**src/rtl/repeated_add_multiplier.sv**
```systemverilog
// repeated_add_multiplier: free-running unsigned multiplier built from one
// addition per clock. It watches its operand inputs, restarts whenever they
// change, and updates product only when a whole computation completes.
// Optional build macro RAM_MIN_ITER_EN: iterate over the smaller operand and
// add the larger one, which shortens latency to min(operands)+2 edges.
module repeated_add_multiplier #(
  parameter int WIDTH_IN  = 8,
  parameter int WIDTH_OUT = 16
) (
  input  logic                 CLK,
  input  logic                 RST_N,
  input  logic [WIDTH_IN-1:0]  multiplicand,
  input  logic [WIDTH_IN-1:0]  multiplier,
  output logic [WIDTH_OUT-1:0] product
);

  typedef enum logic [1:0] {
    IDLE  = 2'd0,
    ACCUM = 2'd1,
    DONE  = 2'd2
  } state_t;

  state_t                state, state_next;
  logic [WIDTH_IN-1:0]   op_a, op_a_next;
  logic [WIDTH_IN-1:0]   op_b, op_b_next;
  logic [WIDTH_IN-1:0]   cnt, cnt_next;
  logic [WIDTH_OUT-1:0]  acc, acc_next;
  logic [WIDTH_OUT-1:0]  product_next;
  logic [WIDTH_IN-1:0]   addend;
  logic [WIDTH_IN-1:0]   load_cnt;
  logic [WIDTH_IN-1:0]   load_addend;
  logic                  inputs_changed;

  // op_a/op_b always mirror the raw inputs so change detection stays simple;
  // the value actually added lives in addend, which may differ from op_a
  // when the minimum-iteration option swaps the roles of the operands.
`ifdef RAM_MIN_ITER_EN
  logic [WIDTH_IN-1:0] addend_reg, addend_reg_next;

  // Pick the smaller operand as the iteration count, the larger as addend.
  always_comb begin
    load_cnt    = multiplier;
    load_addend = multiplicand;
    if (multiplicand < multiplier) begin
      load_cnt    = multiplicand;
      load_addend = multiplier;
    end
  end

  assign addend = addend_reg;

  // Addend register, cleared on reset and reloaded on every capture.
  always_ff @(posedge CLK or negedge RST_N) begin
    if (!RST_N) begin
      addend_reg <= '0;
    end else begin
      addend_reg <= addend_reg_next;
    end
  end

  // Next addend follows the capture decision made by the main FSM.
  always_comb begin
    addend_reg_next = addend_reg;
    if (inputs_changed) begin
      addend_reg_next = load_addend;
    end
  end
`else
  assign load_cnt    = multiplier;
  assign load_addend = multiplicand;
  assign addend      = op_a;
`endif

  assign inputs_changed = ({multiplicand, multiplier} != {op_a, op_b});

  // State and datapath registers; reset parks the block in DONE with
  // zero operands, so 0x0 after reset needs no computation.
  always_ff @(posedge CLK or negedge RST_N) begin
    if (!RST_N) begin
      state   <= DONE;
      op_a    <= '0;
      op_b    <= '0;
      cnt     <= '0;
      acc     <= '0;
      product <= '0;
    end else begin
      state   <= state_next;
      op_a    <= op_a_next;
      op_b    <= op_b_next;
      cnt     <= cnt_next;
      acc     <= acc_next;
      product <= product_next;
    end
  end

  // Next-state logic: an operand change wins in every state and restarts the
  // computation; otherwise ACCUM adds once per clock and publishes the sum
  // in a single step once the count reaches zero, so no partial sum leaks.
  always_comb begin
    state_next   = state;
    op_a_next    = op_a;
    op_b_next    = op_b;
    cnt_next     = cnt;
    acc_next     = acc;
    product_next = product;

    if (inputs_changed) begin
      op_a_next  = multiplicand;
      op_b_next  = multiplier;
      acc_next   = '0;
      cnt_next   = load_cnt;
      state_next = ACCUM;
    end else begin
      case (state)
        ACCUM: begin
          if (cnt != '0) begin
            acc_next = acc + WIDTH_OUT'(addend);
            cnt_next = cnt - WIDTH_IN'(1);
          end else begin
            product_next = acc;
            state_next   = DONE;
          end
        end
        IDLE, DONE: begin
          state_next = state;
        end
        default: begin
          state_next = DONE;
        end
      endcase
    end
  end

endmodule

```
**config.mk**
```make
export PLATFORM = sky130hd
export DESIGN_NAME = repeated_add_multiplier
export DESIGN_NICKNAME = d
export VERILOG_FILES = /design/src/rtl/repeated_add_multiplier.sv
export SDC_FILE = /design/constraint.sdc
export NUM_CORES = 1
export LEC_CHECK = 0
export CORE_UTILIZATION = 60
export CTS_CLUSTER_DIAMETER = 150
export DETAILED_ROUTE_END_ITERATION = 8
export PLACE_DENSITY_LB_ADDON = 0.1
export SLEW_MARGIN = 10
export SYNTH_ARGS = -nofsm -noshare
export SYNTH_HDL_FRONTEND = slang
export SYNTH_SLANG_ARGS = --single-unit
```
**constraint.sdc**
```tcl
create_clock -name CLK -period 3.1 [get_ports CLK]
set_input_delay 0.31 -clock CLK [delete_from_list [all_inputs] [get_ports CLK]]
set_output_delay 0.31 -clock CLK [all_outputs]
set_load 0.005 [all_outputs]
```
* After elaboration in Yosys (flattened, before gate mapping)
Cells that the tools add are included.
** Storage, ports and cells
- Flip-flop bits (word level) :: 58
- Logic and storage cells :: 32
** Operators by class
- Add/sub/neg operators :: 2
- Equal/unequal tests :: 5
- Muxes and demuxes :: 9
- Bitwise operators :: 2
- Reductions and logical operators :: 8
** Operator list (number)
- $mux W16 :: 3
- $mux W8 :: 3
- $add A16 B8 Y16 :: 1
- $ne A16 B16 Y1 :: 1
- $reduce_bool A8 Y1 :: 1
- $sub A8 B1 Y8 const B :: 1
- $mux W2 :: 2
- $pmux W2 S2 :: 1
- $reduce_and A2 Y1 :: 2
- $reduce_bool A2 Y1 :: 2
- $ne A3 B3 Y1 const B :: 1
- $reduce_and A3 Y1 :: 1
- $eq A2 B1 Y1 const B :: 1
- $eq A2 B2 Y1 const B :: 1
- $logic_not A2 Y1 :: 1
- $ne A2 B2 Y1 const B :: 1
- $not A1 Y1 :: 2
- $reduce_or A2 Y1 :: 1

* Logic depth before layout (Yosys ltp)
Gate-level depths: netlist of the first run.
- Depth after elaboration :: 4
- Depth in mapped cells :: 8
- Gate-level depth less buffers :: 8

* Least setup slack after synthesis of the first run
Ideal clock, no wire load.
- Kind :: register to register
- Start point :: register acc[0]
- End point :: register acc[10]
- Setup time :: 0.078 ns
- Data arrival time :: 2.029 ns
- Data required time :: 3.022 ns
- Setup slack :: 0.993 ns
- Cell stages (with the launch flop) :: 9
- Path buffers :: 0
- Clock period less this slack :: 2.107 ns
- Cell sequence :: dfrtp_1 > ha_1 > inv_1 > fa_1 > nand2b_1 > a21oi_1 > o22ai_1 > or4_1 > a21oi_1
** Between the ends
- Longest elaborated chain between the ends :: 4
** Ends and longest elaborated chain
- start: declaration :: RTL line 27 : logic [WIDTH_OUT-1:0] acc, acc_next;
- start signal: assignment :: RTL line 91 : acc <= acc_next;
- $add A16 B8 Y16 :: RTL line 117 : acc_next = acc + WIDTH_OUT'(addend);
- $mux W16 :: RTL line 116 : if (cnt != '0) begin
- $mux W16 :: RTL line 114 : case (state)
- $mux W16 :: RTL line 107 : if (inputs_changed) begin
Every way passes these cells. The select of a mux whose other input is x is not followed.
A chain may end at the register's enable or synchronous reset.

* Final worst setup path of the first run
- Start point :: register cnt[0]
- End point :: register acc[11]
** Between the ends
- Longest elaborated chain between the ends :: 3
** Ends and longest elaborated chain
- start: declaration :: RTL line 26 : logic [WIDTH_IN-1:0] cnt, cnt_next;
- start signal: assignment :: RTL line 90 : cnt <= cnt_next;
- $reduce_bool A8 Y1 :: RTL line 116
- $reduce_bool A2 Y1 (no source line)
- $reduce_and A2 Y1 (no source line)
Every way passes these cells.

==> summary.txt, run 1 <==
Placement
  – Placed inst area: 3270 um^2
  – GP Congestion: 0.829
  – Post-DP HPWL: 3770 um
  – Placed insts: 353
  – Port bufs: 33

Floorplan
  – Site Rows: 25
  – Die W: 72.3 um
  – Initial core utilization: 0.627
  – Die Footprint: 5220 um^2
  – IO Pins: 34
  – Die H: 72.3 um
  – Total core area: 4720 um^2

Clock tree
  – Cts bufs inserted: 9
  – Htree depth: 3
  – Post_cts resized: 0
  – Clk buf depth: 2
  – TritonCTS clock tree: built
  – Post-CTS setup buffers: 0
  – Root Buffer: clkbuf_8
  – # clock sinks: 58
  – Cts hold-fix bufs: 0
  – Worst skew pair latency: 0.34 ns
  – Clock-pin slew on the worst setup and hold paths: 0.06 ns

Setup path
  – Crit-path slowest cell: a21oi_2
  – WS Path Type: reg -> reg
  – Worst EP required: 3.36 ns
  – CP startpoint kind: flop
  – Critical Path, Cell by Cell: inv_1 -> ha_1 -> nor4b_4 -> a21oi_2 -> o311ai_0 -> or3_1 -> a21oi_1
  – Worst-path fanout max: 15
  – CP arrival: 2.78 ns
  – Crit path capture type: flop
  – Critical path's largest stage delay: 0.63 ns
  – Flop2flop setup slack: 0.58 ns

Timing
  – Final hold vios: 0
  – RSZ-0062 raised after global routing: false
  – Fmax: 0.397 GHz
  – Post-route minimum period: 2.52 ns
  – Worst-Margin Slew: 1.09 ns
  – Rel. slew slack: 0.271
  – Final setup fails: 0
  – Crit share post-route: 0.812
  – Setup TNS: 0 ns
  – Clock skew: 0.00941 ns
  – Pins over their slew limit: 0

Synth
  – Yosys Warn Count: 0
  – Compound-Gate Fraction of Synth Area: 0.105
  – FF+latch count, synth: 58
  – Post-synth top area share: 0.482
  – Synth Area in Adders: 0.0490
  – Area leader, netlist: dfrtp_1
  – Synth cell types: 44
  – Post-synthesis xor/xnor area fraction: 0.0651
  – Register area share after synthesis: 0.490
  – Simple-gate share of the synthesized area: 0.147
  – Syn Nets: 304
  – Largest family of logic cells by synthesized area: simple AND/OR/NAND/NOR gates
  – Mux cell area share after synthesis: 0.0908
  – Avg Inst Size Synth: 10.8 um^2
  – Cell Area, Synth: 2960 um^2
  – Mapped Cells: 275
  – Top post-synthesis cells by area: dfrtp_1 48%, xor2_1 5.3%, mux2_4 5.1%, ha_1 4.2%, a21oi_1 3.0%

Detailed routing
  – Via count: 2068
  – Total routed wirelength: 5540 um
  – Initial DRC Count: 140
  – DRC: 0
  – Initial DRT Pass Iterations: 4
  – DR vias/cell: 5.60
  – WL per Instance: 15.0 um
  – Antenna Violating Nets Remaining: 0

Cells and area
  – Final nets: 326
  – Post-route cell area: 3470 um^2
  – Post-Layout Cell Count: 369
  – Area delta synth->final: 17.2%
  – Biggest regs: acc x16, product x16
  – Ant. Diodes: 0
  – Fraction of layout cells with a size suffix above 1: 0.136

Global route
  – Initial antenna violation count: 0
  – GRT Residual Overflow: 0
  – Largest net degree at the start of global routing: 50
  – First-pass GRT wire length: 9520 um
  – Vias in the first global route: 2040
  – Total GRT Usage: 0.246

Power
  – Pleak: 1.57 nW
  – Maximum VDD drop: 0.528 mV
  – Power Dens Cells: 455 nW/um^2
  – Final Power: 1.58 mW

Run status
  – Status: finished, final reports clean

Job
  – Max Cap Violations: 0

Hold path
  – Worst min-delay path class: in -> async
[per-layer routing]
layer / GRT usage / vias up / share of wire
li1: - / 1007 / -
met1: 0.324 / 1010 / 0.47
met2: 0.394 / 40 / 0.48
met3: 0.0542 / 11 / 0.030
met4: 0.105 / 0 / 0.019
met5: 0 / - / 0
[path summary, 6_finish.rpt]
check,from,to,cells past startpoint
worst max-delay path,cnt[0],acc[11],7
worst min-delay path,RST_N,product[3],1
worst max register to register,cnt[0],acc[11],7
worst min register to register,product[12],product[12],1
max in group asynchronous,RST_N,cnt[1],2
min in group CLK,multiplicand[3],addend[3],1
[cell families (layout without fill, tap and decap cells)]
| logic type | count (synthesis) | in the layout |
|---|---|---|
| multiplexers | 21 | 21 |
| XOR/XNOR | 22 | 22 |
| AND/OR/NAND/NOR | 76 | 76 |
| AO/OA/AOI/OAI | 52 | 52 |
| buffers and inverters | 35 | 62 |
| adder cells (fa/ha/maj) | 11 | 11 |
| flip-flops | 58 | 58 |
[critical path: cells and delay by family (launching register included)]
family / cells / cell delay, ns
AOI/OAI and AO/OA: 3 / 1.20
and+or+nand+nor: 2 / 0.57
DFF: 1 / 0.37
adders and majority gates: 1 / 0.23
buffers and inverters: 1 / 0.08
[power breakdown]
group          switching, mW  internal [mW]
Combinational         0.0526         0.0464
Sequential            0.0131          0.773
Clock                  0.281          0.415
[stage by stage]
stage                     hold slack, ns  utilization  worst slack, ns
final                              0.178        0.735            0.582
after floorplan                   0.0144            -            0.993
after detailed placement           0.495        0.693            0.324
after global routing               0.268        0.735            0.366
after global placement             0.489        0.693            0.365
after CTS                          0.213        0.735            0.587
[cell usage in the layout, fill, tap and decap left out, types with 6 or more instances in the layout]
cell	count
dfrtp_1	57
clkdlybuf4s50_1	32
nand2_1	24
xor2_1	18
a21oi_1	18
o21ai_0	12
clkbuf_8	11
inv_1	10
mux2_4	10
ha_1	10
nor2_1	8
mux2_2	7
nand3_1	6
[cell usage after synthesis (all sizes together)]
cell / number
a211oi: 3
a21boi: 1
a21o: 3
a21oi: 19
a31oi: 4
and2: 1
and2b: 1
and3: 1
and4: 2
buf: 6
clkbuf: 19
dfrtp: 57
dfstp: 1
fa: 1
ha: 10
inv: 10
mux2: 17
mux2i: 4
nand2: 24
nand2b: 3
nand3: 6
nand3b: 2
nand4: 5
nor2: 8
nor3: 5
nor3b: 1
nor4: 5
nor4b: 2
o21a: 2
o21ai: 12
o22ai: 2
o311ai: 1
o31ai: 5
or2: 1
or3: 4
or4: 5
xnor2: 4
xor2: 18
[area by class of cell]
cell class              count  area [um^2]
clock inverters             2         35.0
repair buffers             36          348
inverters                  10         37.5
clock buffers              14          163
multi-input cells         182         1350
flip-flops and latches     58         1450
fillers                   340         1250
well taps                  67         83.8
Power figures use the tool's default switching activity.
==> run 2: changes to the inputs <==
--- a/config.mk
+++ b/config.mk
@@ -5,7 +5,7 @@
 export SDC_FILE = /design/constraint.sdc
 export NUM_CORES = 1
 export LEC_CHECK = 0
-export CORE_UTILIZATION = 60
+export CORE_UTILIZATION = 50
 export CTS_CLUSTER_DIAMETER = 150
 export DETAILED_ROUTE_END_ITERATION = 8
 export PLACE_DENSITY_LB_ADDON = 0.1
==> constraint.sdc (replaced) <==
create_clock -name CLK -period 2.1 [get_ports CLK]
set_input_delay 0.21 -clock CLK [delete_from_list [all_inputs] [get_ports CLK]]
set_output_delay 0.21 -clock CLK [all_outputs]
set_load 0.005 [all_outputs]
==> run 2 against run 1 <==
The flow now finishes with violations (negative setup slack). Routed wire length is 23% higher. Flip-flop and latch count did not move. Clock skew down 0.0048 ns. Highest routed layer unchanged.
==> summary.txt, run 2 (synthesized netlist as in run 1, its figures left out) <==
Power
  – Final Power: 2.41 mW
  – Maximum VDD drop: 0.471 mV
  – Power Dens Cells: 595 nW/um^2
  – Pleak: 1.84 nW

Global route
  – Met3 usage: 0.0609
  – Total GRT Usage: 0.231
  – Met1 Usage GRT: 0.292
  – Largest net degree at the start of global routing: 29
  – GRT Residual Overflow: 0
  – Routing usage on met2: 0.370
  – First-pass GRT wire length: 10700 um
  – Initial antenna violation count: 0
  – Vias in the first global route: 2273
  – Busiest layer in global routing: met2

Cells and area
  – Area delta synth->final: 36.9%
  – Fraction of layout cells with a size suffix above 1: 0.326
  – Final core occ: 0.723
  – Post-Layout Cell Count: 422
  – Ant. Diodes: 0
  – Final nets: 374
  – Biggest regs: acc x16, product x16
  – Commonest non-fill, non-tap cell in the layout: dfrtp_1
  – Post-route cell area: 4060 um^2
  – Commonest cells after routing, fill and taps aside: 57 x dfrtp_1, 46 x buf_4, 32 x clkdlybuf4s50_1

Timing
  – Fmax: 0.467 GHz
  – Crit share post-route: 1.02
  – Clock skew: 0.00462 ns
  – Worst-Margin Slew: 0.654 ns
  – RSZ-0062 raised after global routing: true
  – Pins over their slew limit: 0
  – Setup ws final: -0.0415 ns
  – Final setup fails: 10
  – Rel. slew slack: 0.564
  – Final hold vios: 0
  – Post-route minimum period: 2.14 ns

Placement
  – Placed insts: 400
  – Port bufs: 33
  – Placed inst area: 3640 um^2
  – Post-DP HPWL: 4470 um
  – GP Congestion: 0.817
  – Place WS: -0.249 ns

Detailed routing
  – Total routed wirelength: 6780 um
  – Antenna Violating Nets Remaining: 0
  – DRC: 0
  – WL per Instance: 16.1 um
  – Via count: 2308
  – Initial DRT Pass Iterations: 5
  – DR vias/cell: 5.47
  – Initial DRC Count: 147

Setup path
  – Worst-path fanout max: 8
  – WS Path Type: reg -> reg
  – CP arrival: 2.37 ns
  – Crit path capture type: flop
  – Worst EP required: 2.33 ns
  – CP startpoint kind: flop

Clock tree
  – Clock-pin slew on the worst setup and hold paths: 0.06 ns
  – # clock sinks: 58
  – Worst skew pair latency: 0.34 ns
  – Clk buf depth: 2
  – Root Buffer: clkbuf_8
  – Cts bufs inserted: 9
  – TritonCTS clock tree: built
  – Htree depth: 3

Floorplan
  – Die W: 79.0 um
  – Initial core utilization: 0.528
  – Site Rows: 27
  – Die H: 79.0 um
  – Total core area: 5610 um^2
  – IO Pins: 34
  – Die Footprint: 6230 um^2

Run status
  – Failing checks: negative setup slack
  – Status: finished with violations

Job
  – Max Cap Violations: 0

Hold path
  – Worst min-delay path class: in -> reg
run 2: per-stage QoR:
stage	hold WS [ns]	TNS [ns]
floorplan	-0.0856	0
global placement	0.264	-4.51
detailed placement	0.274	-4.20
CTS	0.349	0
global route	0.351	-1.14
finish	0.359	-0.294
run 2: where the power goes:
part	switching, mW	internal, mW	leakage (nW)
combinational	0.101	0.103	0.992
sequential	0.0222	1.14	0.746
clock	0.434	0.612	0.101
total	0.558	1.86	1.84
run 2: critical path: stages, from the launching register on:
cell and delay, ns:
dfrtp_1 0.45, buf_6 0.15, xor2_2 0.15, nor4_2 0.28
buf_4 0.17, and4_4 0.24, nand4_4 0.11, buf_12 0.18
mux2_4 0.29
run 2: final cells by class:
cell class | instances | area (um^2)
clock buffers | 14 | 163
clock inverters | 2 | 35.0
fillers | 434 | 1550
inverters | 10 | 37.5
multi-input cells | 182 | 1530
flip-flops and latches | 58 | 1450
well taps | 72 | 90.1
repair buffers | 84 | 752
run 2: worst paths after layout:
kind / from / endpoint / slack, ns / cells past startpoint
worst max-delay path: addend[5] / product[1] / -0.04 / 8
worst min-delay path: multiplicand[4] / addend[4] / 0.36 / 1
worst max register to register: addend[5] / product[1] / -0.04 / 8
worst min register to register: product[8] / product[8] / 0.50 / 1
max in group asynchronous: RST_N / acc[8] / 0.97 / 3
min in group asynchronous: RST_N / product[4] / 0.43 / 2
run 2: what timing repair did:
action	4_1_cts	5_1_grt
setup endpoints to repair	23	27
resized for setup	10	20
setup buffers	0	5
hold endpoints to repair	25	0
hold buffers	1	0
pin swaps	3	8
run 2: per-layer routing:
metal | vias up | part of all wire
met5 | - | 0
met4 | 0 | 0.016
met3 | 12 | 0.042
met2 | 68 | 0.51
met1 | 1124 | 0.44
li1 | 1104 | -
